File: src/rtl/alu_op_sequencer.sv
// alu_op_sequencer: buffers {op, A, B} commands in a FIFO, issues them to a
// registered 8-bit ALU with a one-cycle ena pulse, captures the result one
// cycle later and returns it on a valid/ready port tagged with the opcode.
// Optional feature macro: ALU_SEQ_STATS_EN (saturating op/flag counters).
`timescale 1ns/1ps
module alu_op_sequencer #(
  parameter int DEPTH = 4
) (
  input  logic       clk,
  input  logic       rst,
  input  logic       cmd_valid,
  output logic       cmd_ready,
  input  logic [2:0] cmd_op,
  input  logic [7:0] cmd_a,
  input  logic [7:0] cmd_b,
  output logic [7:0] alu_a,
  output logic [7:0] alu_b,
  output logic       alu_ena,
  input  logic [7:0] alu_y,
  input  logic       alu_flag,
  output logic       res_valid,
  input  logic       res_ready,
  output logic [7:0] res_y,
  output logic       res_flag,
  output logic [2:0] res_op,
  output logic       busy,
  output logic [7:0] stat_ops,
  output logic [7:0] stat_flags
);
  localparam int AW = $clog2(DEPTH);

  typedef enum logic [1:0] {IDLE, ISSUE, CAPT, OUT} state_t;

  state_t      state, next;
  logic [15:0] mem [DEPTH];
  logic [AW:0] wp, rp;
  logic        empty, full, push, pop, load;
  logic [15:0] cmd_word, head_word, load_word;
  logic        res_hs;

  // Opcode replaces A[2:0] on the ALU pins, so the low operand bits are dropped.
  logic        unused_a_low;
  assign unused_a_low = ^cmd_a[2:0];

  assign cmd_word  = {cmd_a[7:3], cmd_op, cmd_b};
  assign head_word = mem[rp[AW-1:0]];
  assign empty     = (wp == rp);
  assign full      = (wp[AW] != rp[AW]) && (wp[AW-1:0] == rp[AW-1:0]);
  assign cmd_ready = !full;
  assign push      = cmd_valid && !full;
  assign pop       = (state == ISSUE);
  assign alu_ena   = (state == ISSUE);
  assign res_valid = (state == OUT);
  assign res_hs    = (state == OUT) && res_ready;
  assign busy      = !empty || (state != IDLE);
  // An empty FIFO can only reach ISSUE from OUT via a same-cycle push: bypass it.
  assign load_word = empty ? cmd_word : head_word;

  // FIFO storage; contents need no reset since pointers define validity
  always_ff @(posedge clk) begin
    if (push) mem[wp[AW-1:0]] <= cmd_word;
  end

  // FIFO pointers
  always_ff @(posedge clk or posedge rst) begin
    if (rst) begin
      wp <= '0;
      rp <= '0;
    end else begin
      if (push) wp <= wp + 1'b1;
      if (pop)  rp <= rp + 1'b1;
    end
  end

  // Next-state logic; load marks the cycle before ISSUE when ALU pins are set up
  always_comb begin
    next = state;
    load = 1'b0;
    case (state)
      IDLE:  if (!empty) begin next = ISSUE; load = 1'b1; end
      ISSUE: next = CAPT;
      CAPT:  next = OUT;
      OUT: begin
        if (res_ready) begin
          if (!empty || push) begin next = ISSUE; load = 1'b1; end
          else                next = IDLE;
        end
      end
      default: next = IDLE;
    endcase
  end

  // State register, ALU operand registers and result capture
  always_ff @(posedge clk or posedge rst) begin
    if (rst) begin
      state    <= IDLE;
      alu_a    <= '0;
      alu_b    <= '0;
      res_y    <= '0;
      res_flag <= 1'b0;
      res_op   <= '0;
    end else begin
      state <= next;
      if (load) begin
        alu_a <= load_word[15:8];
        alu_b <= load_word[7:0];
      end
      if (state == CAPT) begin
        res_y    <= alu_y;
        res_flag <= alu_flag;
        res_op   <= alu_a[2:0];
      end
    end
  end

`ifdef ALU_SEQ_STATS_EN
  // Saturating completed-op and flag-set counters, stepped on result handshakes
  always_ff @(posedge clk or posedge rst) begin
    if (rst) begin
      stat_ops   <= '0;
      stat_flags <= '0;
    end else if (res_hs) begin
      if (stat_ops != 8'hFF)                stat_ops   <= stat_ops + 8'd1;
      if (res_flag && stat_flags != 8'hFF)  stat_flags <= stat_flags + 8'd1;
    end
  end
`else
  logic unused_hs;
  assign unused_hs  = res_hs;
  assign stat_ops   = '0;
  assign stat_flags = '0;
`endif

endmodule

File: config.mk
export PLATFORM = sky130hd
export DESIGN_NAME = alu_op_sequencer
export DESIGN_NICKNAME = d
export VERILOG_FILES = /design/src/rtl/alu_op_sequencer.sv
export SDC_FILE = /design/constraint.sdc
export NUM_CORES = 1
export LEC_CHECK = 0
export ABC_AREA = 0
export ABC_CLOCK_PERIOD_IN_PS = 2850
export CAP_MARGIN = 40
export CORE_ASPECT_RATIO = 1.5
export CORE_MARGIN = 5
export CORE_UTILIZATION = 52
export CTS_CLUSTER_SIZE = 28
export DETAILED_ROUTE_END_ITERATION = 7
export PLACE_DENSITY_LB_ADDON = 0.3
export SLEW_MARGIN = 20
export SYNTH_ARGS = -nofsm -noshare
export SYNTH_HDL_FRONTEND = slang
export SYNTH_SLANG_ARGS = --single-unit
File: constraint.sdc
create_clock -name clk -period 2.85 [get_ports clk]
set_clock_uncertainty 0.15 [all_clocks]
set_input_delay 0.7125 -clock clk [delete_from_list [all_inputs] [get_ports clk]]
set_output_delay 0.7125 -clock clk [all_outputs]
set_load 0.02 [all_outputs]
==> flow_metrics.tcl, run 1 <==
set metrics [dict create \
    critical_path.max_stage_delay_ns 0.56 \
    critPathSlowestCell "clkdlybuf4s50_1" \
    yosys.area_share.simple 0.0207 \
    port_buffers 60 \
    firstDrtPassIters 4 \
    p_leak_nw 2.08 \
    drive_above_1_share 0.236 \
    core_area_um2 8360 \
    layout_commonest_cell "edfxtp_1" \
    routed_via_density 5.28 \
    cts_sinks 100 \
    ctsLongestPathBuffers 2 \
    ctsResizeCount 0 \
    drt.antenna.violating_nets 0 \
    ys_types 29 \
    netlist_area_um2 4410 \
    ys_warn_count 0 \
    cts_inserted_buffers 9 \
    die-width_um 85.2 \
    synth_xor_area_frac 0.0261 \
    syn_inst 234 \
    htree_levels 3 \
    drv_slew 0 \
    worst-path-buf-inv 1 \
    relSlewSlack 0.657 \
    setup-tns-final_ns 0 \
    final_hold_viol_count 0 \
    cts_setup_buffers 0 \
    cp-start-kind "register" \
    ioPinCount 80 \
    power.density_nw_per_um2 1150 \
    fmax_ghz 0.377 \
    ys_seq_area_frac 0.641 \
    rsz0062_at_grt "false" \
    wirelength_um 7490 \
    whs_ns 0.353 \
    grt_max_degree 37 \
    synth_edf_count 64 \
    syn_to_final_growth_pct 22.3 \
    wl_per_cell_um 17.8 \
    layout_common_cells "edfxtp_1 (64), clkdlybuf4s50_1 (60), dfrtp_1 (36)" \
    setup_viol 0 \
    fillCellCount 575 \
    grt_pass1_wl_um 12000 \
    tightest_slew_ns 0.514 \
    holdCritPathClass "reg -> reg" \
    clk_pin_slew_ns 0.06 \
    synthArstFlopShare 0.360 \
    status "finished clean" \
    clock_latency_ns 0.33 \
    drc 0 \
    endpoint_kind "primary output" \
    muxShareOfSynthArea 0.219 \
    synth_fa_ha_area_frac 0.0284 \
    dp_slack_ns 0.268 \
    grt_overflow 0 \
    maxCapViolations 0 \
    critPathTopFamily "buffers and inverters" \
    die_h_um 123 \
    synth_top_family_by_area "multiplexers" \
    r2r_slack_ns 0.63 \
    synth_flop_cell "edfxtp_1" \
    fin_nets 351 \
    place_hpwl_um 5120 \
    synth_area_per_cell_um2 18.8 \
    vias 2223 \
    initial_core_util 0.527 \
    rows 41 \
    path_max_fanout 5 \
    grt_pass1_vias 2286 \
    max-vdd-ir-drop_v 0.000596 \
    track_usage 0.156 \
    finalWorstSetupSlack_ns 0.194 \
    ys_seq_elements 100 \
    period_share 0.932 \
    path_cells "xnor2_2 > nand4_1 > clkdlybuf4s50_1" \
    cp.arrival_ns 1.79 \
    grt_antenna_before_repair 0 \
    synth_compound_area_frac 0.0139 \
    place.gp.congestion 0.697 \
    crit_type "reg -> out" \
    dr.first_iter.drc_count 78 \
    antenna_cells 0 \
    cts_hold_buf 0 \
    fin_crit_ns 2.66 \
    cp.required_ns 1.99 \
    cts_root_buf "clkbuf_16" \
    die_area_um2 10500 \
    cts_tree "done" \
]
-- cell type report --
cell class / instances / area [µm²] / share of cell area
tap: 107 / 134 / 0.0249
multi-input combinational: 118 / 1420 / 0.263
clock buffer: 14 / 264 / 0.0490
timing repair buffer: 73 / 711 / 0.132
sequential: 100 / 2820 / 0.524
inverter: 7 / 26.3 / 0.00488
clock inverter: 2 / 11.3 / 0.00209
-- cells by family (layout without fill, tap and decap cells) --
family	Yosys count	count (layout)
AO/OA/AOI/OAI	9	9
other	1	16
multiplexers	61	61
buffers and inverters	31	96
flip-flops	100	100
adder cells (fa/ha/maj)	10	10
AND/OR/NAND/NOR	14	14
XOR/XNOR	8	8
-- layer usage --
layer	track usage	wire (µm)	part of all wire	up-vias
met1	0.180	3000	0.40	1124
met3	0.0430	416	0.056	8
met2	0.268	3960	0.53	70
met4	0.0752	116	0.015	0
met5	0	0	0	-
li1	-	-	-	1021
-- flip-flops by register name, summed over array words and instances, names as in the netlist --
name / count
rp: 3
alu_b: 8
res_y: 8
mem: 64
alu_a: 8
wp: 3
res_flag: 1
state: 2
res_op: 3
-- stage by stage --
| stage | power, mW | cells | instance area (µm²) | utilization |
|---|---|---|---|---|
| 2_1_floorplan | 4.26 | 249 | 4460 | - |
| 3_3_place_gp | 5.07 | 405 | 5110 | 0.611 |
| 3_5_place_dp | 5.16 | 405 | 5110 | 0.611 |
| 4_1_cts | 6.28 | 421 | 5390 | 0.644 |
| 5_1_grt | 6.56 | 421 | 5390 | 0.644 |
| 6_report | 6.20 | 421 | 5390 | 0.644 |
-- worst reg2reg max path, stage by stage, from the launching register on --
cell,delay (ns)
dfrtp_1,0.44
buf_4,0.34
mux4_1,0.62
mux2_2,0.29
mux2_4,0.27
-- report_power, final --
group | switching [mW] | internal, mW | total [mW]
Clock | 0.467 | 0.637 | 1.10
Combinational | 1.30 | 1.52 | 2.81
Sequential | 0.229 | 2.05 | 2.28
-- synth_stat cells (2+ instances only) --
cell type	n	area share
edfxtp_1	64	0.44
dfrtp_1	36	0.20
mux2_2	35	0.089
buf_4	16	0.027
mux4_1	16	0.095
ha_1	10	0.028
mux2_4	10	0.034
inv_1	7	0.0060
buf_6	6	0.015
and2_1	4	0.0057
o21ai_0	4	0.0045
nand2_1	3	0.0026
xor2_1	3	0.0060
a41oi_1	2	0.0040
nand3_1	2	0.0023
xnor2_1	2	0.0040
xnor2_4	2	0.012
-- worst paths after layout --
| kind | depth (start not counted) | startpoint | endpoint |
|---|---|---|---|
| setup / recovery | 3 | rp[2] | busy |
| hold / removal | 1 | res_y[7] | res_y[7] |
| setup reg to reg | 4 | rp[0] | alu_b[2] |
| hold reg to reg | 1 | res_y[7] | res_y[7] |
| max in group asynchronous | 3 | rst | alu_b[5] |
| min in group asynchronous | 3 | rst | res_y[1] |
Note: power is estimated with default switching activity, not from simulation.
==> run 2, diff against run 1 <==
Settings changed: ABC_CLOCK_PERIOD_IN_PS 2850 to 2700, CAP_MARGIN 40 to 20, CORE_UTILIZATION 52 to 50.
Clock period 2.85 ns to 2.7 ns, I/O delays scaled along.
==> flow_metrics.tcl, run 2 (synthesized netlist as in run 1, its figures left out) <==
set metrics [dict create \
    status "finished clean" \
    drv_slew 0 \
    grt_antenna_before_repair 0 \
    cp.arrival_ns 1.79 \
    crit_type "reg -> out" \
    initial_core_util 0.505 \
    max-vdd-ir-drop_v 0.000684 \
    reg2reg_to "alu_a[4]" \
    place.gp.congestion 0.731 \
    holdCritPathClass "reg -> reg" \
    final_hold_viol_count 0 \
    fin_nets 352 \
    largest_reg_flops 64 \
    cts_hold_buf 0 \
    drc 0 \
    rsz0062_at_grt "false" \
    die_h_um 125 \
    wl_per_cell_um 17.7 \
    layout_common_cells "edfxtp_1 (64), clkdlybuf4s50_1 (60), dfrtp_1 (36)" \
    whs_endpoint "res_y[1]" \
    ctsResizeCount 0 \
    maxCapViolations 0 \
    p_leak_nw 2.08 \
    power.density_nw_per_um2 1210 \
    core_area_um2 8720 \
    drt.antenna.violating_nets 0 \
    wirelength_um 7530 \
    cts_inserted_buffers 9 \
    htree_levels 3 \
    rows 42 \
    firstDrtPassIters 4 \
    tightest_slew_ns 0.525 \
    fin_crit_ns 2.61 \
    port_buffers 60 \
    setup_viol 0 \
    endpoint_kind "primary output" \
    layout_commonest_cell "edfxtp_1" \
    clock_latency_ns 0.33 \
    grt_pass1_vias 2346 \
    place_hpwl_um 5200 \
    hold_start "res_y[1]" \
    whs_path_depth 1 \
    relSlewSlack 0.650 \
    syn_to_final_growth_pct 22.2 \
    cts_tree "done" \
    placed_area_um2 5120 \
    vias 2204 \
    drive_above_1_share 0.244 \
    antenna_cells 0 \
    cts_setup_buffers 0 \
    clk_pin_slew_ns 0.06 \
    crit_start "state[1]" \
    ctsLongestPathBuffers 2 \
    cp-start-kind "register" \
    setup-tns-final_ns 0 \
    die-width_um 86.6 \
    r2r_start "state[0]" \
    cp.required_ns 1.88 \
    cts_root_buf "clkbuf_16" \
    fmax_ghz 0.383 \
    routed_via_density 5.19 \
    r2r_slack_ns 0.45 \
    period_share 0.967 \
    die_area_um2 10800 \
    path_max_fanout 4 \
    grt_overflow 0 \
    final_cell_area_um2 5380 \
    grt_max_degree 37 \
    track_usage 0.153 \
    ioPinCount 80 \
    dr.first_iter.drc_count 86 \
    grt_pass1_wl_um 12700 \
    cts_sinks 100 \
    r2r_cells 7 \
]
==> run 2: cell types whose count changed in the layout (fill, tap and decap cells not counted) <==
cell      change
clkinv_2      +4
clkbuf_1      -2
clkbuf_8      -2
buf_4         +1
==> run 2: power by group <==
part	total (mW)	internal (mW)	switching, mW
Sequential	2.41	2.17	0.244
Combinational	2.97	1.60	1.37
Clock	1.13	0.615	0.516
==> run 2: cell type report <==
cell class                      count  area, µm²
Multi-Input combinational cell    118       1420
Clock buffer                       10        229
Clock inverter                      6       31.3
Inverter                            7       26.3
Tap cell                          110        138
Sequential cell                   100       2820
Timing Repair Buffer               74        718
Fill cell                         664       3340
==> run 2: worst max-delay path by stage <==
stage	endpoint	slack [ns]
2_1_floorplan	mem[3][0]	0.57
3_3_place_gp	mem[3][6]	0.12
3_5_place_dp	mem[3][6]	0.1
4_1_cts	alu_ena	0.06
5_1_grt	busy	0.008
6_report	alu_ena	0.09
==> run 2: worst max-delay path, stage by stage (launching register included) <==
cell and delay, ns:
dfrtp_1 0.41, inv_1 0.12, ha_1 0.27, clkdlybuf4s50_1 0.64
==> run 2: through the flow <==
step / worst slack (ns) / std cells / hold slack [ns] / utilization / total power [mW]
after global placement: 0.120 / 409 / 0.338 / 0.587 / 5.39
final: 0.0889 / 425 / 0.353 / 0.617 / 6.51
after detailed placement: 0.0978 / 409 / 0.344 / 0.587 / 5.46
after global routing: 0.00782 / 425 / 0.378 / 0.617 / 6.92
after floorplan: 0.567 / 249 / 0.376 / - / 4.50
after CTS: 0.0647 / 425 / 0.361 / 0.617 / 6.61
==> run 2: layer usage <==
metal	wire length (µm)	GRT usage	up-vias	share of wire
met2	3910	0.254	75	0.52
met5	0	0	-	0
met3	445	0.0342	10	0.059
li1	-	-	1019	-
met4	132	0.0578	0	0.018
met1	3040	0.194	1100	0.40
